[config.mk]
export PLATFORM = sky130hd
export DESIGN_NAME = rf_scoreboard
export DESIGN_NICKNAME = d
export VERILOG_FILES = /design/src/rtl/rf_scoreboard.sv
export SDC_FILE = /design/constraint.sdc
export NUM_CORES = 1
export LEC_CHECK = 0
export BUFFER_PORTS_ARGS = -buffer_cell sky130_fd_sc_hd__buf_2
export CORE_MARGIN = 3
export CORE_UTILIZATION = 50
export DETAILED_ROUTE_END_ITERATION = 6
export PLACE_DENSITY_LB_ADDON = 0.08
export SETUP_SLACK_MARGIN = 0.3
export SLEW_MARGIN = 20
export SYNTH_ARGS = -nofsm -noshare
export SYNTH_HDL_FRONTEND = slang
export SYNTH_SLANG_ARGS = --single-unit
[constraint.sdc]
create_clock -name clk -period 14.4 [get_ports clk]
set_input_delay 2.88 -clock clk [delete_from_list [all_inputs] [get_ports clk]]
set_output_delay 2.88 -clock clk [all_outputs]
set_load 0.03 [all_outputs]
[src/rtl/rf_scoreboard.sv]
// rf_scoreboard
//   Register-file hazard controller for a 5-stage in-order pipeline.
//   It keeps a small pending-writer counter per architectural register.
//   - A counter increments when a writer issues from ID to EX.
//   - A counter decrements when WB retires the register write.
//   ID stalls while either of these holds:
//   - a source operand has a pending writer;
//   - the destination counter is saturated.
//   Register r0 is never tracked.
//
// State table
//   (no FSM; the state is the counter array plus inflight and sb_error)
//
// Ports
//   clk, reset        clock, synchronous active-high reset
//   id_*              instruction currently held in ID
//   ex_allowin        EX can accept an instruction this cycle
//   id_stall          ID must hold (combinational)
//   id_issue          ID->EX transfer fires (combinational)
//   wb_*              retiring instruction in WB
//   inflight          registered count of tracked writers in flight
//   sb_error          sticky, set on a retire with no pending writer
module rf_scoreboard #(
    parameter int NUM_REGS = 32,
    parameter int CNT_W    = 2
) (
    input  logic       clk,
    input  logic       reset,
    input  logic       id_valid,
    input  logic       id_use_rj,
    input  logic [4:0] id_rj,
    input  logic       id_use_rk,
    input  logic [4:0] id_rk,
    input  logic       id_rf_we,
    input  logic [4:0] id_dest,
    input  logic       ex_allowin,
    output logic       id_stall,
    output logic       id_issue,
    input  logic       wb_valid,
    input  logic       wb_rf_we,
    input  logic [4:0] wb_dest,
    output logic [3:0] inflight,
    output logic       sb_error
);

    localparam logic [CNT_W-1:0] CNT_MAX = {CNT_W{1'b1}};

    logic [CNT_W-1:0] r_cnt [NUM_REGS];
    logic [3:0]       r_inflight;
    logic             r_sb_error;

    logic [CNT_W-1:0] w_cnt_j;
    logic [CNT_W-1:0] w_cnt_k;
    logic [CNT_W-1:0] w_cnt_dest;
    logic [CNT_W-1:0] w_cnt_wb;
    logic             w_hazard_j;
    logic             w_hazard_k;
    logic             w_dest_full;
    logic             w_stall;
    logic             w_issue;
    logic             w_inc;
    logic             w_dec;
    logic             w_same;
    logic             w_under;
    logic             w_dec_eff;

    always_comb begin
        w_cnt_j    = r_cnt[id_rj];
        w_cnt_k    = r_cnt[id_rk];
        w_cnt_dest = r_cnt[id_dest];
        w_cnt_wb   = r_cnt[wb_dest];
    end

    // A source stays hazardous through its retire cycle. There is no
    // forwarding, so the register file only holds the new value one cycle later.
    assign w_hazard_j  = id_use_rj & (id_rj != 5'd0) & (w_cnt_j != '0);
    assign w_hazard_k  = id_use_rk & (id_rk != 5'd0) & (w_cnt_k != '0);
    assign w_dest_full = id_rf_we & (id_dest != 5'd0) & (w_cnt_dest == CNT_MAX);
    assign w_stall     = id_valid & (w_hazard_j | w_hazard_k | w_dest_full);
    assign w_issue     = id_valid & ~w_stall & ex_allowin;

    assign w_inc   = w_issue & id_rf_we & (id_dest != 5'd0);
    assign w_dec   = wb_valid & wb_rf_we & (wb_dest != 5'd0);
    // Issue and retire on the same register cancel, so that counter is left alone.
    assign w_same  = w_inc & w_dec & (id_dest == wb_dest);
    // A retire with nothing pending is an error. It does not touch any count.
    assign w_under   = w_dec & ~w_same & (w_cnt_wb == '0);
    assign w_dec_eff = w_dec & ~w_under;

    always_ff @(posedge clk) begin
        if (reset) begin
            for (int i = 0; i < NUM_REGS; i++) begin
                r_cnt[i] <= '0;
            end
            r_inflight <= 4'd0;
            r_sb_error <= 1'b0;
        end else begin
            if (!w_same) begin
                if (w_inc) begin
                    r_cnt[id_dest] <= w_cnt_dest + 1'b1;
                end
                if (w_dec_eff) begin
                    r_cnt[wb_dest] <= w_cnt_wb - 1'b1;
                end
            end
            if (w_under) begin
                r_sb_error <= 1'b1;
            end
            case ({w_inc, w_dec_eff})
                2'b10:   r_inflight <= r_inflight + 4'd1;
                2'b01:   r_inflight <= r_inflight - 4'd1;
                default: r_inflight <= r_inflight;
            endcase
        end
    end

    assign id_stall = w_stall;
    assign id_issue = w_issue;
    assign inflight = r_inflight;
    assign sb_error = r_sb_error;

endmodule

After elaboration in Yosys (flattened, before gate mapping)
Memories as Yosys holds them, arrays and structs flattened.
Cells that the tools add are included.

storage, ports and cells
  word-level logic and storage cells = 61
  output and inout bits = 7
  memories = 1
  flip-flop bits (word level) = 5
  RAM bits = 64
  input bits = 29

operators by class
  reduce and logical (&&, ||, !) cells = 10
  muxes and demuxes = 17
  eq/ne operators = 4
  bitwise gates (word level) = 23
  $add $sub $neg = 4

memory list
  name   depth  bits a word  rd ports  clocked after Yosys merged registers in  write ports  RTL line  source
  r_cnt  32     2            4         0                                        32           48        logic [CNT_W-1:0] r_cnt [NUM_REGS];

operators with widths
  operator             number
  $reduce_bool 5->1    4
  $and 1x1->1          18
  $mux 1               12
  $mux 5               2
  $pmux 4 s2           1
  $reduce_bool 2->1    3
  $eq 5x5->1           1
  $add 4x1->4 const B  1
  $eq 2x2->1 const B   2
  $mux 2               2
  $reduce_or 2->1      2
  $sub 4x1->4 const B  1
  $not 1->1            3
  $add 2x1->2 const B  1
  $eq 2x1->1 const B   1
  $logic_not 2->1      1
  $or 1x1->1           2
  $sub 2x1->2 const B  1

Logic depth before layout (Yosys ltp)
Gate-level depths: netlist of run 1.

  depth in word-level cells = 24
  mapped depth = 19
  gate-level depth less buffers = 17

Worst setup path after synthesis of run 1
No wires, ideal clock.

  path type = input to output
  start = input id_dest[0]
  end = output id_issue
  cell stages on the path = 9
  arrival time = 5.475 ns
  path slack = 6.045 ns
  data required time = 11.520 ns
  buffers on the path = 2
  cell sequence = buf_1 clkbuf_1 mux4_2 a22oi_1 nand4_1 ha_1 inv_1 o211ai_1 nor2_1

between the ends
  cells in the longest elaborated chain, start to end = 8
  elaborated cells between the ends (all ways) = 10
  those cells by class = 1 x eq/ne; 7 x bitwise; 1 x reduce/logical; 1 x memory

RTL lines
  item                                                      RTL line  source
  start: declaration                                        35        input logic [4:0] id_dest,
  $mem_v2 32x2 / $reduce_bool 5->1 (equally long branches)  n/a
  $eq 2x2->1 / $and 1x1->1 (equally long branches)          78        assign w_dest_full = id_rf_we & (id_dest != 5'd0) & (w_cnt_dest == CNT_MAX);
  $and 1x1->1 *                                             78
  $or 1x1->1 *                                              79        assign w_stall = id_valid & (w_hazard_j | w_hazard_k | w_dest_full);
  $and 1x1->1 *                                             79
  $not 1->1 *                                               80        assign w_issue = id_valid & ~w_stall & ex_allowin;
  $and 1x1->1 * (2 in series)                               80
  end: declaration                                          38        output logic id_issue,

Mark *: on every way between the ends. The rest lies on a longest branch, timed or not.

Final worst setup path of run 1
  start = input id_dest[0]
  end = output id_stall

between the ends
  cells in the longest elaborated chain, start to end = 5
  elaborated cells between the ends (all ways) = 7
  those cells by class = 1 x eq/ne; 4 x bitwise; 1 x reduce/logical; 1 x memory

RTL lines
  item                                                      RTL line  source
  $mem_v2 32x2 / $reduce_bool 5->1 (equally long branches)  n/a
  $eq 2x2->1 / $and 1x1->1 (equally long branches)          78
  $and 1x1->1 *                                             78
  $or 1x1->1 *                                              79
  $and 1x1->1 *                                             79
  end: declaration                                          37        output logic id_stall,

Marked as above.

==> impl_metrics.ini, run 1 <==
[placement]
io_buffers = 35
place_ws_ns = 6.05
gp_congestion = 0.958
dp_hpwl_um = 13700

[die]
start_util_pct = 51.4
io_pins = 36
die_w_um = 112
die_area_mm2 = 0.0126
core_mm2 = 0.0109
die_y_um = 112
rows = 38

[global_routing]
first_global_vias = 5047
gr-total-overflow = 0
antenna_found_initial = 0
grt_pass1_wl_um = 30000
grt_usage_pct = 31.4
grt_start_max_net_pins = 42

[job]
maxCapViolCount = 0

[setup_path]
cp_cell_sequence = buf_2, mux4_2, a22oi_1, and4_1, inv_1, ha_1, inv_1, o211ai_1, and2_1, buf_2
worstPathArrival_ns = 5.48
crit_required_ns = 11.52
end_kind = primary output
crit_path_max_fanout = 21
crit_slowest_cell = mux4_2
crit_family = buffers and inverters
critPathLaunchType = input port
slowest_delay_ns = 0.60
crit_buf_inv = 4
critPathKind = input port to primary output

[timing]
worst_slew_pin_slew_ns = 1.11
finalCritPeriodShare_pct = 58.0
fmax_ghz = 0.120
period_needed_ns = 8.36
finClkSkew_ns = 0.00517
layout_setup_ws_ns = 6.04
hold_viol = 0
whs_ns = 0.449
finalSetupTns_ns = 0
setup_violations = 0
slew_headroom_pct = 25.7
rsz0062_at_grt = no
maxSlewViolCount = 0

[clock_tree]
cts_resized = 0
postCtsSetupRepairBufs = 0
ctsLongestPathBuffers = 2
cts_buffers = 9
cts_tree = built
clock-sinks = 69
clk_pin_slew_ns = 0.06
htreeDepth = 3
cts_hold_buffers = 0
insertion_delay_ns = 0.34
root_buffer = clkbuf_16

[logic_synthesis]
synth_cell_types = 65
ys_ff_latch = 69
synth.top_cell.area_share_pct = 34.2
synth_area_mm2 = 0.00563
synth_area_leaders = edfxtp_1 34%, mux4_2 14%, o32ai_1 4.7%
synth-edff-count = 64
netlist_instances = 538
yosysWarnings = 0
synth_common_cells = 64 x edfxtp_1, 35 x mux4_2, 35 x nand2_1, 32 x clkbuf_1, 31 x nor2_1
synth_most_common_cell = edfxtp_1
synth.yosys.seq_area_share_pct = 35.9
synth_flop_cell = edfxtp_1
async_flop_share_pct = 0
synth_top_area_cell = edfxtp_1
syn_area_per_cell_um2 = 10.5

[routing]
wl_met2_um = 8480
firstDrtPassIters = 7
wl_met3_um = 2910
routed_wl_um = 19600
drc_errors = 6
m1WireLength_um = 7410
antenna_left = 0
vias_per_cell = 7.79
drtIter0Drc = 878
route.top_layer_used = met4
wl_per_cell_um = 28.9
vias = 5281

[pwr]
power.share.clock_pct = 38.4
p_comb_share_pct = 20.3
p_int_uw = 402
power_density_mw_per_mm2 = 94.3
p_sw_uw = 172
finalPower_uw = 574
p_sw_share_pct = 29.9
power_frac_seq_pct = 41.3
vdd_drop_max_mv = 0.0567
p_leak_nw = 1.90

[final_layout]
nets = 568
synthToLayoutAreaGrowth_pct = 8.21
n_antenna_cell = 0
drive_gt1_share_pct = 21.0

[min_path]
hold_path_class = register to register

[status]
status = complete, but fails checks
violations = DRC
-- sequential cells by signal, indices dropped and copies added, names as in the netlist --
register / cells
r_cnt: 64
inflight: 4
sb_error: 1
-- path summary, 6_finish.rpt --
path / cells past startpoint / to / start / slack [ns]
worst max-delay path: 10 / id_stall / id_dest[0] / 6.04
worst min register to register: 2 / sb_error / sb_error / 0.45
worst min-delay path: 2 / sb_error / sb_error / 0.45
worst max register to register: 10 / r_cnt[10][1] / r_cnt[10][0] / 9.83
-- area by class of cell --
class	instances	area, um^2
Fill cell	972	4850
Multi-Input combinational cell	401	3330
Sequential cell	69	2020
Clock buffer	9	225
Timing Repair Buffer	41	224
Tap cell	140	175
Clock inverter	7	66.3
Inverter	11	41.3
-- power groups by stage --
stage / Clock, mW / Sequential [mW] / Combinational, mW
final: 0.221 / 0.237 / 0.116
after global routing: 0.229 / 0.238 / 0.124
after CTS: 0.220 / 0.237 / 0.113
after detailed placement: 0 / 0.241 / 0.112
after global placement: 0 / 0.241 / 0.111
after floorplan: 0 / 0.238 / 0.0797
-- placed cells by master, fill, tap and decap left out, types with 6 or more instances in the layout --
cell / count
edfxtp_1: 64
mux4_2: 35
nand2_1: 35
buf_2: 35
nor2_1: 31
o32ai_1: 30
o22ai_1: 27
nor3_1: 25
o21ai_0: 21
a21oi_1: 19
a41oi_1: 16
a221o_1: 15
a22oi_1: 13
inv_1: 11
nand3_1: 10
nor4_1: 10
nand2b_1: 10
clkbuf_16: 9
nor3b_1: 8
o22ai_2: 8
and3_1: 6
-- per-stage QoR --
stage / cell area (um^2) / utilization (%) / instances
after floorplan: 5630 / - / 539
after global placement: 5780 / 52.8 / 661
after detailed placement: 5780 / 52.8 / 661
after CTS: 6070 / 55.5 / 677
after global routing: 6090 / 55.7 / 678
final: 6090 / 55.7 / 678
-- logic make-up (layout without fill, tap and decap cells) --
kind of cell	count (synthesis)	count (layout)	share of synthesized area, %
xor gates and xnor gates	8	8	1.25
and+or+nand+nor	167	167	16.2
other	1	2	0.0667
muxes	36	36	14.5
buffers and inverters	69	68	5.27
adders and majority gates	6	6	1.47
AOI/OAI and AO/OA	182	182	25.4
DFF	69	69	35.9
-- worst reg2reg max path, stage by stage, from the launching register on --
cell and delay (ns):
edfxtp_1 0.47, mux4_2 0.51, a22oi_1 0.23, and4_1 0.45, inv_1 0.08, ha_1 0.20, nor3_1 0.35, nor3b_1 0.42
and3b_1 0.49, nand3_1 0.76, o32ai_1 0.40
-- routing by layer --
layer	global-route usage [%]	up-vias
met5	0	-
met4	11.9	0
met3	8.14	70
met2	45.7	485
met1	45.5	2490
li1	-	2236
Note: power is estimated with default switching activity, not from simulation.
==> inputs of run 2 (changes only) <==
Clock period 14.4 ns to 7.87 ns, I/O delays scaled along.
==> run 2 against run 1 <==
The flow now finishes without violations; non-clock buffer count rose by 3; clock power rose by 81%; count of clock-buffer cells in the layout did not move; die area did not move; first-iteration DRC count fell by 0.68%; worst setup slack got worse by 4.0 ns; wire length fell by 0.97%; flip-flop and latch count did not move; sequential share of layout area fell by 0.12 points; worst hold slack got worse by 0.00060 ns; critical path type unchanged.
==> impl_metrics.ini, run 2 (synthesis gave the netlist of run 1 again) <==
[timing]
period_needed_ns = 5.82
slew_headroom_pct = 32.8
rsz0062_at_grt = no
finalCritPeriodShare_pct = 74.0
maxSlewViolCount = 0
hold_viol = 0
setup_violations = 0
finalSetupTns_ns = 0
fmax_ghz = 0.172
worst_slew_pin_slew_ns = 1.01
finClkSkew_ns = 0.00760

[setup_path]
crit_family = buffers and inverters
cp.depth = 10
cp_cell_sequence = buf_2, mux4_2, a22oi_1, and4_1, inv_1, ha_1, inv_1, o211ai_1, and2_1, buf_2
critPathKind = input port to primary output
crit_slowest_cell = mux4_2
critPathLaunchType = input port
crit_path_max_fanout = 21
slowest_delay_ns = 0.61
crit_required_ns = 6.30
worstPathArrival_ns = 4.25
crit_buf_inv = 4
end_kind = primary output
r2r_cells = 10

[die]
core_mm2 = 0.0109
start_util_pct = 51.4
die_w_um = 112
io_pins = 36
rows = 38
die_y_um = 112
die_area_mm2 = 0.0126

[clock_tree]
clock-sinks = 69
cts_buffers = 9
root_buffer = clkbuf_16
clk_pin_slew_ns = 0.05
htreeDepth = 3
insertion_delay_ns = 0.34
cts_hold_buffers = 0
cts_tree = built
cts_resized = 0
postCtsSetupRepairBufs = 0
ctsLongestPathBuffers = 2

[final_layout]
drive_gt1_share_pct = 21.1
n_antenna_cell = 0
largest_reg_flops = 64
layout_common_cells = 64 x edfxtp_1, 35 x mux4_2, 35 x nand2_1, 35 x buf_2, 31 x nor2_1
nets = 571
fin_area_mm2 = 0.00611
top_register = r_cnt
synthToLayoutAreaGrowth_pct = 8.59
final_common_cell = edfxtp_1

[global_routing]
antenna_found_initial = 0
first_global_vias = 5090
grt_start_max_net_pins = 42
gr-total-overflow = 0
grt_usage_pct = 31.1
grt_pass1_wl_um = 29800

[pwr]
vdd_drop_max_mv = 0.124
power_density_mw_per_mm2 = 172
finalPower_mw = 1.05
p_leak_nw = 1.92

[routing]
antenna_left = 0
route.top_layer_used = met4
routed_wl_um = 19400
drc_errors = 0
m1WireLength_um = 7250
vias_per_cell = 7.84
drtIter0Drc = 872
wl_met3_um = 2900
wl_met2_um = 8300
wl_per_cell_um = 28.5
vias = 5338
firstDrtPassIters = 5

[placement]
dp_hpwl_um = 13600
gp_congestion = 0.970
io_buffers = 35
placed_area_mm2 = 0.00580

[status]
status = finished, final reports clean

[min_path]
hold_path_class = register to register
worstHoldPathCells = 2

[job]
maxCapViolCount = 0
run 2: cell count changes in the layout (fill, tap and decap cells not counted), sizes merged:
cell / change
clkinv: +1
buf: +3
clkinvlp: -1
run 2: final cells by class:
type | instances | area [um^2]
clock buffer | 9 | 225
clock inverter | 7 | 66.3
fill | 952 | 4830
inverter | 11 | 41.3
multi-input combinational | 401 | 3330
sequential | 69 | 2020
tap | 140 | 175
timing repair buffer | 44 | 250
run 2: worst paths after layout:
kind / from / endpoint / slack, ns
worst max register to register: r_cnt[17][0] / r_cnt[27][0] / 3.44
worst max-delay path: id_dest[0] / id_stall / 2.05
worst min register to register: sb_error / sb_error / 0.45
worst min-delay path: sb_error / sb_error / 0.45
run 2: power breakdown:
part	switching, mW	internal, mW	total, mW
clock	0.156	0.243	0.399
combinational	0.136	0.0790	0.215
sequential	0.0176	0.415	0.433
total	0.310	0.737	1.05
run 2: layer usage:
layer  track usage [%]  vias to the layer above
met3              9.06                       72
met5                 0                        -
li1                  -                     2243
met1              42.6                     2534
met4              14.5                        0
met2              45.8                      489
run 2: per-stage QoR:
stage,hold slack (ns),instances,setup WS (ns),util (%)
after floorplan,0.571,539,2.13,-
after global placement,0.431,664,1.93,53.1
after detailed placement,0.438,664,1.80,53.1
after CTS,0.451,680,2.06,55.7
after global routing,0.493,681,1.75,55.9
final,0.448,681,2.05,55.9
run 2: worst register-to-register path, stage by stage, from the launching register on:
cell	delay (ns)
edfxtp_1	0.51
mux4_2	0.49
a22oi_1	0.23
and4_1	0.47
inv_1	0.09
ha_1	0.22
nor3_1	0.35
nor3b_1	0.40
and3_1	0.42
nand3_1	0.67
o22ai_1	0.38
==> inputs of run 3 (changes only) <==
Clock period 7.87 ns to 6 ns, I/O delays scaled along.
==> run 3 against run 2 <==
Cell count rose by 1.5%; critical path depth increased by 7; critical endpoint is now inflight[3]; critical path type is now input port to register; wire length rose by 1.3%; largest power group is now the clock network; sequential share of layout area shrank 0.53 points; largest cell class unchanged; the run now ends with DRC left; register-to-register slack got worse by 1.4 ns; clock skew down 0.0031 ns; worst setup slack worse by 0.98 ns; first-iteration DRC count down 6.9%; clock power up 52%.
==> impl_metrics.ini, run 3 (synthesis gave the netlist of run 1 again) <==
[setup_path]
crit_path_max_fanout = 21
r2r_cells = 16
r2r-start = r_cnt[24][0]
r2r_end = inflight[3]
worstPathArrival_ns = 5.20
r2r_slack_ns = 2.02
critPathKind = input port to register
crit_required_ns = 6.27
end_kind = register
critPathLaunchType = input port

[pwr]
vdd_drop_max_mv = 0.167
p_leak_nw = 1.98
power_density_mw_per_mm2 = 235

[timing]
whs_ns = 0.447
finClkSkew_ns = 0.00448
rsz0062_at_grt = no
fmax_ghz = 0.203
finalSetupTns_ns = 0
worst_slew_pin_slew_ns = 0.885
maxSlewViolCount = 0
slew_headroom_pct = 41.0
layout_setup_ws_ns = 1.07
setup_violations = 0
finalCritPeriodShare_pct = 82.2
hold_viol = 0
period_needed_ns = 4.93

[final_layout]
drive_gt1_share_pct = 22.3
synthToLayoutAreaGrowth_pct = 10.3
fin_area_mm2 = 0.00621
final_common_cell = edfxtp_1
nets = 581
layout_common_cells = 64 x edfxtp_1, 35 x mux4_2, 35 x nand2_1, 35 x buf_2, 31 x nor2_1
n_antenna_cell = 0
final_util_pct = 56.8
top_register = r_cnt
largest_reg_flops = 64

[status]
status = complete, but fails checks
violations = DRC

[clock_tree]
cts_resized = 0
cts_tree = built
root_buffer = clkbuf_16
insertion_delay_ns = 0.34
cts_hold_buffers = 0
cts_buffers = 9
clock-sinks = 69
clk_pin_slew_ns = 0.06
htreeDepth = 3
postCtsSetupRepairBufs = 0
ctsLongestPathBuffers = 2

[placement]
gp_congestion = 0.966
dp_hpwl_um = 14100
io_buffers = 35
place_ws_ns = 0.731
placed_area_mm2 = 0.00588

[min_path]
hold_path_class = register to register
holdPathEnd = sb_error
worstHoldPathCells = 2
worstHoldStart = sb_error

[routing]
vias_per_cell = 7.75
drtIter0Drc = 812
routed_wl_um = 19600
drc_errors = 2
vias = 5356
wl_per_cell_um = 28.4
firstDrtPassIters = 7
antenna_left = 0

[global_routing]
first_global_vias = 5128
grt_pass1_wl_um = 30400
antenna_found_initial = 0
grt_start_max_net_pins = 42
gr-total-overflow = 0
grt_usage_pct = 31.5

[die]
die_y_um = 112
core_mm2 = 0.0109
io_pins = 36
start_util_pct = 51.4
rows = 38
die_w_um = 112
die_area_mm2 = 0.0126

[job]
maxCapViolCount = 0
[run 3: cell types whose count changed in the layout (fill, tap and decap cells not counted)]
cell	before	now
buf_4	8	19
buf_8	1	0
bufinv_16	1	3
clkbuf_1	0	2
clkinv_1	2	1
clkinv_4	1	0
clkinvlp_4	2	0
o31ai_2	1	2
o31ai_4	2	1
[run 3: through the flow]
step	cells	total power [mW]
after floorplan	539	0.763
after global placement	675	0.849
after detailed placement	675	0.852
final	691	1.46
after global routing	691	1.50
after CTS	691	1.45
[run 3: routing by layer]
layer | global-route usage (%) | vias up | wire length [um]
met5 | 0 | - | 0
met4 | 9.78 | 0 | 550
met3 | 11.8 | 58 | 2880
met2 | 46.3 | 456 | 8650
met1 | 43.7 | 2578 | 7550
li1 | - | 2264 | -
[run 3: cell type report]
class | instances | area [um^2]
Clock buffer | 11 | 233
Clock inverter | 5 | 98.8
Fill cell | 954 | 4730
Inverter | 11 | 41.3
Multi-Input combinational cell | 401 | 3320
Sequential cell | 69 | 2020
Tap cell | 140 | 175
Timing Repair Buffer | 54 | 318
[run 3: worst max path at each step]
| stage | cells after the start | slack, ns | endpoint | startpoint |
|---|---|---|---|---|
| 2_1_floorplan | 17 | 0.75 | inflight[3] | id_dest[0] |
| 3_3_place_gp | 17 | 0.82 | inflight[3] | id_dest[0] |
| 3_5_place_dp | 17 | 0.73 | inflight[3] | id_dest[0] |
| 4_1_cts | 17 | 1.09 | inflight[3] | id_dest[0] |
| 5_1_grt | 17 | 0.64 | inflight[3] | id_dest[0] |
| 6_report | 17 | 1.07 | inflight[3] | id_dest[0] |
[run 3: where the power goes]
part / switching, mW / internal, mW
Clock: 0.202 / 0.404
Combinational: 0.176 / 0.107
Sequential: 0.0256 / 0.545
Total: 0.403 / 1.06
[run 3: worst max-delay path, stage by stage]
cell	delay [ns]
buf_2	0.50
mux4_2	0.59
a22oi_1	0.20
and4_1	0.23
inv_1	0.05
ha_1	0.24
nor3_1	0.35
and2_1	0.24
nand3_1	0.09
a21oi_1	0.18
ha_1	0.21
ha_1	0.24
a21o_1	0.17
a21oi_1	0.16
xnor2_1	0.09
or3_1	0.31
a21oi_1	0.14
